File: config.mk
export PLATFORM = sky130hd
export DESIGN_NAME = wf68k30l_movep_bus_seq_flat
export DESIGN_NICKNAME = d
export VERILOG_FILES = /design/src/rtl/wf68k30l_movep_bus_seq_if.sv /design/src/rtl/wf68k30l_movep_bus_seq.sv /design/src/flat_wrapper.sv
export SDC_FILE = /design/constraint.sdc
export NUM_CORES = 1
export LEC_CHECK = 0
export BUFFER_PORTS_ARGS = -buffer_cell sky130_fd_sc_hd__buf_4
export CORE_MARGIN = 2
export CORE_UTILIZATION = 51
export DETAILED_ROUTE_END_ITERATION = 10
export PLACE_DENSITY = 0.82
export REMOVE_ABC_BUFFERS = 1
export SKIP_CTS_REPAIR_TIMING = 1
export SLEW_MARGIN = 20
export SYNTH_ARGS = -nofsm -noshare
export SYNTH_HDL_FRONTEND = slang
export SYNTH_SLANG_ARGS = --single-unit
File: constraint.sdc
create_clock -name clk -period 3.2 [get_ports clk]
set_input_delay 0.48 -clock clk [delete_from_list [all_inputs] [get_ports clk]]
set_output_delay 0.48 -clock clk [all_outputs]
set_load 0.01 [all_outputs]
File: src/rtl/wf68k30l_movep_bus_seq_if.sv
// Byte-cycle bus between the MOVEP sequencer (master) and the bus interface (slave).
interface wf68k30l_movep_bus_seq_if;
  logic        bus_req;
  logic        bus_wr;
  logic [31:0] bus_adr;
  logic [7:0]  bus_data_out;
  logic        bus_rdy;
  logic        bus_err;
  logic [7:0]  bus_data_in;

  modport master (
    output bus_req, bus_wr, bus_adr, bus_data_out,
    input  bus_rdy, bus_err, bus_data_in
  );

  modport slave (
    input  bus_req, bus_wr, bus_adr, bus_data_out,
    output bus_rdy, bus_err, bus_data_in
  );
endinterface

File: src/rtl/wf68k30l_movep_bus_seq.sv
// MOVEP byte sequencer: moves 2 or 4 big-endian register bytes to/from
// alternate byte addresses, one byte cycle at a time.
module wf68k30l_movep_bus_seq #(
  parameter int ADR_STEP = 2
) (
  input  logic        clk,
  input  logic        reset_cpu,
  input  logic        start,
  input  logic        dir_rd,
  input  logic        size_long,
  input  logic [31:0] base_adr,
  input  logic [31:0] reg_data,
  wf68k30l_movep_bus_seq_if.master bus,
  output logic [1:0]  byte_pntr,
  output logic [31:0] result,
  output logic        busy,
  output logic        done,
  output logic        aborted
);

  typedef enum logic [1:0] {IDLE, ACCESS, GAP, FINISH} state_t;

  state_t      state, state_nxt;
  logic [31:0] data_q;
  logic [31:0] adr_q;
  logic        wr_q;
  logic        aborted_q;
  logic [4:0]  byte_sel;

  assign byte_sel = {byte_pntr, 3'b000};

  always_comb begin
    state_nxt = state;
    case (state)
      IDLE:    if (start) state_nxt = ACCESS;
      ACCESS: begin
        if (bus.bus_err)      state_nxt = IDLE;
        else if (bus.bus_rdy) state_nxt = (byte_pntr == 2'd0) ? FINISH : GAP;
      end
      GAP:     state_nxt = ACCESS;
      FINISH:  state_nxt = IDLE;
      default: state_nxt = IDLE;
    endcase
  end

  always_ff @(posedge clk) begin
    if (reset_cpu) begin
      state     <= IDLE;
      byte_pntr <= 2'd0;
      adr_q     <= 32'd0;
      wr_q      <= 1'b0;
      result    <= 32'd0;
      aborted_q <= 1'b0;
    end else begin
      state     <= state_nxt;
      aborted_q <= (state == ACCESS) && bus.bus_err;
      case (state)
        IDLE: if (start) begin
          byte_pntr <= size_long ? 2'd3 : 2'd1;
          adr_q     <= base_adr;
          wr_q      <= ~dir_rd;
          // a word read leaves the upper register word untouched
          if (dir_rd && !size_long) result[31:16] <= reg_data[31:16];
        end
        ACCESS: if (!bus.bus_err && bus.bus_rdy) begin
          if (!wr_q) result[byte_sel +: 8] <= bus.bus_data_in;
          if (byte_pntr != 2'd0) begin
            byte_pntr <= byte_pntr - 2'd1;
            adr_q     <= adr_q + 32'(ADR_STEP);
          end
        end
        default: ;
      endcase
    end
  end

  // Operand copy is pure data; its value is irrelevant until the next START.
  always_ff @(posedge clk) begin
    if (state == IDLE && start) data_q <= reg_data;
  end

  assign bus.bus_req      = (state == ACCESS);
  assign bus.bus_wr       = wr_q;
  assign bus.bus_adr      = adr_q;
  assign bus.bus_data_out = (state == ACCESS && wr_q) ? data_q[byte_sel +: 8] : 8'h00;
  assign busy             = (state != IDLE);
  assign done             = (state == FINISH);
  assign aborted          = aborted_q;

endmodule

File: src/flat_wrapper.sv
// flat-port wrapper written by rule: the top's interface ports become plain ports
module wf68k30l_movep_bus_seq_flat 
#(
  parameter int ADR_STEP = 2
)
  (clk, reset_cpu, start, dir_rd, size_long, base_adr, reg_data, byte_pntr, result, busy, done, aborted, bus_bus_req, bus_bus_wr, bus_bus_adr, bus_bus_data_out, bus_bus_rdy, bus_bus_err, bus_bus_data_in);
  wf68k30l_movep_bus_seq_if bus_i ();
  input  logic clk;
  input  logic reset_cpu;
  input  logic start;
  input  logic dir_rd;
  input  logic size_long;
  input  logic [31:0] base_adr;
  input  logic [31:0] reg_data;
  output logic [1:0] byte_pntr;
  output logic [31:0] result;
  output logic busy;
  output logic done;
  output logic aborted;
  output wire logic [$bits(bus_i.bus_req)-1:0] bus_bus_req;
  output wire logic [$bits(bus_i.bus_wr)-1:0] bus_bus_wr;
  output wire logic [$bits(bus_i.bus_adr)-1:0] bus_bus_adr;
  output wire logic [$bits(bus_i.bus_data_out)-1:0] bus_bus_data_out;
  input wire logic [$bits(bus_i.bus_rdy)-1:0] bus_bus_rdy;
  input wire logic [$bits(bus_i.bus_err)-1:0] bus_bus_err;
  input wire logic [$bits(bus_i.bus_data_in)-1:0] bus_bus_data_in;
  assign bus_bus_req = bus_i.bus_req;
  assign bus_bus_wr = bus_i.bus_wr;
  assign bus_bus_adr = bus_i.bus_adr;
  assign bus_bus_data_out = bus_i.bus_data_out;
  assign bus_i.bus_rdy = bus_bus_rdy;
  assign bus_i.bus_err = bus_bus_err;
  assign bus_i.bus_data_in = bus_bus_data_in;
  wf68k30l_movep_bus_seq #(.ADR_STEP(ADR_STEP)) u_core (.clk(clk), .reset_cpu(reset_cpu), .start(start), .dir_rd(dir_rd), .size_long(size_long), .base_adr(base_adr), .reg_data(reg_data), .bus(bus_i), .byte_pntr(byte_pntr), .result(result), .busy(busy), .done(done), .aborted(aborted));
endmodule
==> results of run 1 <==
[cells by family after synthesis]
family                     after synthesis
and+or+nand+nor                        214
muxes                                   10
buffers and inverters                   48
DFF                                    102
AOI/OAI and AO/OA                      154
adders and majority gates                6
[power by group through the flow]
stage / Sequential, W / Clock (W) / Combinational [W]
2_1_floorplan: 0.00154 / 0 / 0.000224
3_3_place_gp: 0.00151 / 0 / 0.000512
6_report: 0.00149 / 0.000746 / 0.000530
4_1_cts: 0.00149 / 0.000756 / 0.000526
3_5_place_dp: 0.00152 / 0 / 0.000525
5_1_grt: 0.00150 / 0.000806 / 0.000579
[cell type report]
class,instances,area share [%]
clock buffers,9,1.94
clock inverters,7,0.784
inverters,8,0.470
multi-input cells,384,37.4
flip-flops and latches,102,37.0
well taps,133,2.61
repair buffers,168,19.8
[stage by stage]
stage / setup slack (ns) / setup TNS (ns) / total power [W] / utilization [%]
detailed placement: 0.837 / 0 / 0.00204 / 64.4
floorplan: -0.669 / -8.26 / 0.00176 / -
global route: 0.300 / 0 / 0.00289 / 66.2
global placement: 0.960 / 0 / 0.00203 / 64.4
finish: 0.466 / 0 / 0.00277 / 66.2
CTS: 0.490 / 0 / 0.00277 / 66.2
[metal layers]
metal	wire length [um]	global-route usage, %	vias to the layer above	share of wire [%]
li1	-	-	2287	-
met4	439	12.0	0	3.0
met1	6050	37.9	2305	41
met5	0	0	-	0
met2	6980	41.5	251	48
met3	1200	4.95	33	8.2
[registers in the layout, indices dropped and copies added, names as in the netlist]
register / count
u_core.bus.bus_adr: 32
u_core.result: 32
u_core.state: 2
u_core.bus.bus_wr: 1
u_core.byte_pntr: 2
u_core.data_q: 32
u_core.aborted: 1
[path summary, 6_finish.rpt]
path                            slack, ns                  end         startpoint  depth (start not counted)
worst max-delay path                 0.47  bus_bus_data_out[7]    u_core.state[1]                          4
worst min-delay path                 0.27     u_core.data_q[4]        reg_data[4]                          1
worst max register to register       0.80    u_core.result[16]    u_core.state[1]                          5
worst min register to register       0.46    u_core.result[13]  u_core.result[13]                          2
[placed cells by master (no fill, tap or decap), types with 3 or more instances in the layout]
cell        n
o221ai_1    4
edfxtp_1   32
ha_1        6
o21ai_0    19
nor2_1     45
nand4_1     4
and4_1      4
mux4_2      8
a311oi_1   14
o22ai_1     6
dfxtp_1    70
and3_1     13
nand3_1    29
or3_1       3
nor3_1      8
nand2_1    72
a211oi_1   32
or2_2       5
buf_4     168
nand2b_1    6
and2_1      6
a221oi_1    8
nor4_1      4
inv_1       7
clkbuf_8    9
a21oi_1    49
==> out/qor.txt, run 1 <==
Fraction of registers with async set or reset after synthesis = 0%
Simple-gate portion of the synthesized area = 21.3%
RSZ-0062 raised after global routing = no
Mean Syn Cell Area = 9.37 sq um
Top post-synthesis cells by count = nand2_1 (72), dfxtp_1 (70), a21oi_1 (50)
TritonCTS buffer count = 9
Worst-path fanout max = 18
Worst hold margin = 0.274 ns
RePlAce Congestion = 0.945
Largest net degree at the start of global routing = 62
Area leader, netlist = dfxtp_1
Worst Path Buf+Inv = 2
Vias in the first global route = 4320
Seq/Total Area, Yosys = 47.2%
Cell family with most CP delay = simple AND/OR/NAND/NOR gates
Synthesis Warnings = 0
# IOs = 158
Synth Area in Adders = 1.50%
Initial DRC Count = 284
Final worst-path cycle share = 85.4%
CP Class = reg2out
Hold Crit Class = in2reg
Reg clk slew, reported paths = 0.10 ns
CTS H-Tree Depth = 3
Full die area = 0.0106 sq mm
Fin area = 0.00638 sq mm
Synth Cell Area = 0.00500 sq mm
Switch share = 29.7%
VDD IR-drop max = 257 uV
Total global-route track usage = 27.2%
CP endpoint kind = output pin
Synth cell types = 61
Footprint of the multi-input gates = 0.00239 sq mm
Worst Skew = 0.0126 ns
Timing-limited maximum frequency = 366 MHz
Largest family of logic cells by synthesized area = simple AND/OR/NAND/NOR gates
Number of synthesized flops with an enable pin = 32
Diode count = 0
Die W = 103 um
Int Pwr = 0.00195 W
Drt total wl = 14700 um
Core area = 0.00964 sq mm
Ys flop type = dfxtp_1
#FFs+latches synth = 102
DR vias/cell = 6.01
Sequential share of power = 53.9%
CP Cell Sequence = nand2b_1 -> inv_1 -> and3_1 -> buf_4
Clock network power share = 27.0%
Worst path slowest cell = dfxtp_1
Area grow syn2layout = 27.6%
Relative slew slack = 37.5%
Root Buffer = clkbuf_8
Mux cell area share after synthesis = 4.03%
DRC = 0
Comb power frac = 19.1%
P_leak = 2.50 nW
Cells after synthesis = 534
Post-Synth XOR/XNOR Area = 0%
Gr ovfl total = 0
Most common cell in the netlist = nand2_1
Post-layout nets = 758
Initial core utilization = 51.9%
Worst path max stage delay = 0.57 ns
MaxCap Viol Count = 0
Dpl hpwl = 10300 um
# rows = 36
First-pass GRT wire length = 22200 um
Final Setup Violations = 0
Max-slew violation count = 0
Share of layout cells above drive strength 1 = 30.7%
Final Hold Vio Count = 0
WP data arrival = 2.25 ns
Worst-skew pair later-pin latency = 0.37 ns
CTS Sinks = 102
Status = completed
Post-layout minimum cycle time = 2.73 ns
Post-route ant nets = 0
NetSw = 0.000821 W
CTS tree = done
Top post-synthesis cells by area = dfxtp_1 (28%), edfxtp_1 (19%), nand2_1 (5.4%)
Power Density = 433 mW/mm^2
Die height = 103 um
Drt wl/cell = 18.1 um
Post-route insts no fill = 811
Compound-cell area share of the yosys netlist = 20.8%
CTS Buffer Depth = 2
Fillers = 827
First-pass detailed-route iteration total = 5
PortBufs = 157
Initial antenna violation count = 0
CP Launch Type = flop
Worst-margin pin slew = 0.936 ns
Reg area = 0.00236 sq mm
Req. time, crit path = 2.72 ns
Routed vias = 4876
Top-area cell type share of the netlist area = 28.0%
Placed inst area = 0.00621 sq mm
Cells after DPL = 795
(Power assumes the default switching activity.)
==> inputs of run 2 (changes only) <==
--- a/config.mk
+++ b/config.mk
@@ -10,6 +10,7 @@
 export CORE_UTILIZATION = 51
 export DETAILED_ROUTE_END_ITERATION = 10
 export PLACE_DENSITY = 0.82
+export RECOVER_POWER = 50
 export REMOVE_ABC_BUFFERS = 1
 export SKIP_CTS_REPAIR_TIMING = 1
 export SLEW_MARGIN = 20
==> run 2 against run 1 <==
  * Maximum frequency shrank 0.18%
  * Combinational power fell by 8.5%
  * Worst hold slack gained 0.012 ns
  * Sequential power barely moved
  * Clock skew rose by 0.0013 ns
  * Global-route usage unchanged
  * Clock power is essentially flat
  * Critical path depth is the same
  * Core utilization fell by 3.0 points
  * Register-to-register slack lost 0.24 ns
  * Critical path type unchanged
  * Largest power group unchanged
==> out/qor.txt, run 2 (synthesis results as in run 1) <==
Status = completed (unchanged)
Max-slew violation count = 0 (unchanged)
Drt total wl = 14600 um (was 14700 um)
VDD IR-drop max = 256 uV (was 257 uV)
Total global-route track usage = 27.2% (unchanged)
Die W = 103 um (unchanged)
Routed vias = 4832 (was 4876)
DR vias/cell = 5.96 (was 6.01)
Final Setup Violations = 0 (unchanged)
Post-route ant nets = 0 (unchanged)
Commonest non-fill, non-tap cells in the layout = clkbuf_1 (77), nand2_1 (72), dfxtp_1 (70) (was buf_4 (168), nand2_1 (72), dfxtp_1 (70))
Core area = 0.00964 sq mm (unchanged)
CP Cell Sequence = nand2b_1 -> inv_1 -> and3_1 -> buf_4 (unchanged)
First-pass GRT wire length = 22200 um (unchanged)
Final Hold Vio Count = 0 (unchanged)
Gr ovfl total = 0 (unchanged)
Post-layout nets = 758 (unchanged)
Worst-skew pair later-pin latency = 0.38 ns (was 0.37 ns)
CTS H-Tree Depth = 3 (unchanged)
Footprint of the multi-input gates = 0.00239 sq mm (unchanged)
Root Buffer = clkbuf_8 (unchanged)
Fin area = 0.00609 sq mm (was 0.00638 sq mm)
Initial DRC Count = 290 (was 284)
Power Density = 446 mW/mm^2 (was 433 mW/mm^2)
Dpl hpwl = 10300 um (unchanged)
Setup tns final = 0 ns (unchanged)
Drt wl/cell = 17.9 um (was 18.1 um)
First-pass detailed-route iteration total = 5 (unchanged)
RePlAce Congestion = 0.945 (unchanged)
Cell family with most CP delay = simple AND/OR/NAND/NOR gates (unchanged)
Vias in the first global route = 4320 (unchanged)
Share of layout cells above drive strength 1 = 19.3% (was 30.7%)
Final Core Density = 63.2% (was 66.2%)
Reg clk slew, reported paths = 0.10 ns (about the same)
Worst-margin pin slew = 0.929 ns (was 0.936 ns)
Req. time, crit path = 2.72 ns (about the same)
CTS Buffer Depth = 2 (unchanged)
Timing-limited maximum frequency = 365 MHz (was 366 MHz)
CP Launch Type = flop (unchanged)
RSZ-0062 raised after global routing = no (unchanged)
Worst path max stage delay = 0.57 ns (about the same)
DRC = 0 (unchanged)
Worst Path Buf+Inv = 2 (unchanged)
CTS Sinks = 102 (unchanged)
Fillers = 913 (was 827)
Initial antenna violation count = 0 (unchanged)
Reg area = 0.00236 sq mm (unchanged)
Placed inst area = 0.00621 sq mm (unchanged)
Worst Skew = 0.0140 ns (was 0.0126 ns)
WP data arrival = 2.26 ns (was 2.25 ns)
CP endpoint kind = output pin (unchanged)
Relative slew slack = 37.9% (was 37.5%)
Worst path slowest cell = dfxtp_1 (unchanged)
Diode count = 0 (unchanged)
Initial core utilization = 51.9% (unchanged)
P_leak = 2.18 nW (was 2.50 nW)
CTS tree = done (unchanged)
Worst-path fanout max = 18 (unchanged)
Largest net degree at the start of global routing = 62 (unchanged)
# rows = 36 (unchanged)
Die height = 103 um (unchanged)
Most common cell after layout, fill and taps aside = clkbuf_1 (was buf_4)
Full die area = 0.0106 sq mm (unchanged)
Final worst-path cycle share = 85.6% (was 85.4%)
Area grow syn2layout = 21.8% (was 27.6%)
Hold Crit Class = in2reg (unchanged)
Post-layout minimum cycle time = 2.74 ns (was 2.73 ns)
CP Class = reg2out (unchanged)
Worst hold margin = 0.285 ns (was 0.274 ns)
MaxCap Viol Count = 0 (unchanged)
# IOs = 158 (unchanged)
PortBufs = 157 (unchanged)
TritonCTS buffer count = 9 (unchanged)
[run 2: worst reg2reg max path, cell delays in order (launching register included)]
cell      delay, ns
dfxtp_1        0.33
clkbuf_2       0.43
nand2b_1       0.38
or3_1          0.38
inv_2          0.07
buf_4          0.45
or2_2          0.21
a31oi_1        0.04
a311oi_1       0.25
[run 2: report_power, final]
group / switching [W] / total (W) / internal [W]
logic: 0.000283 / 0.000485 / 0.000202
clock network: 0.000461 / 0.000745 / 0.000284
registers: 0.0000728 / 0.00149 / 0.00142
total: 0.000817 / 0.00272 / 0.00190
[run 2: final timing paths]
path / startpoint / cells after the start / slack (ns) / endpoint
worst max-delay path: u_core.state[1] / 4 / 0.46 / bus_bus_data_out[7]
worst max register to register: u_core.state[0] / 8 / 0.56 / u_core.bus.bus_adr[29]
worst min register to register: u_core.result[13] / 2 / 0.46 / u_core.result[13]
worst min-delay path: dir_rd / 2 / 0.29 / u_core.bus.bus_wr
[run 2: cell type report]
class / instances / share of cell area (%)
repair buffers: 168 / 15.9
clock inverters: 7 / 0.821
inverters: 8 / 0.493
well taps: 133 / 2.73
flip-flops and latches: 102 / 38.8
clock buffers: 9 / 2.03
multi-input cells: 384 / 39.2
[run 2: per-layer routing]
metal  GRT usage, %  share of wire (%)  vias up
li1               -                  -     2287
met1           37.9                 42     2285
met2           41.5                 48      227
met3           4.95                7.7       33
met4           12.0                3.1        0
met5              0                  0        -
[run 2: per-stage QoR]
| stage | worst slack (ns) | total power (W) | instances |
|---|---|---|---|
| CTS | 0.490 | 0.00277 | 811 |
| global placement | 0.960 | 0.00203 | 795 |
| detailed placement | 0.837 | 0.00204 | 795 |
| floorplan | -0.669 | 0.00176 | 494 |
| finish | 0.461 | 0.00272 | 811 |
| global route | 0.300 | 0.00284 | 811 |
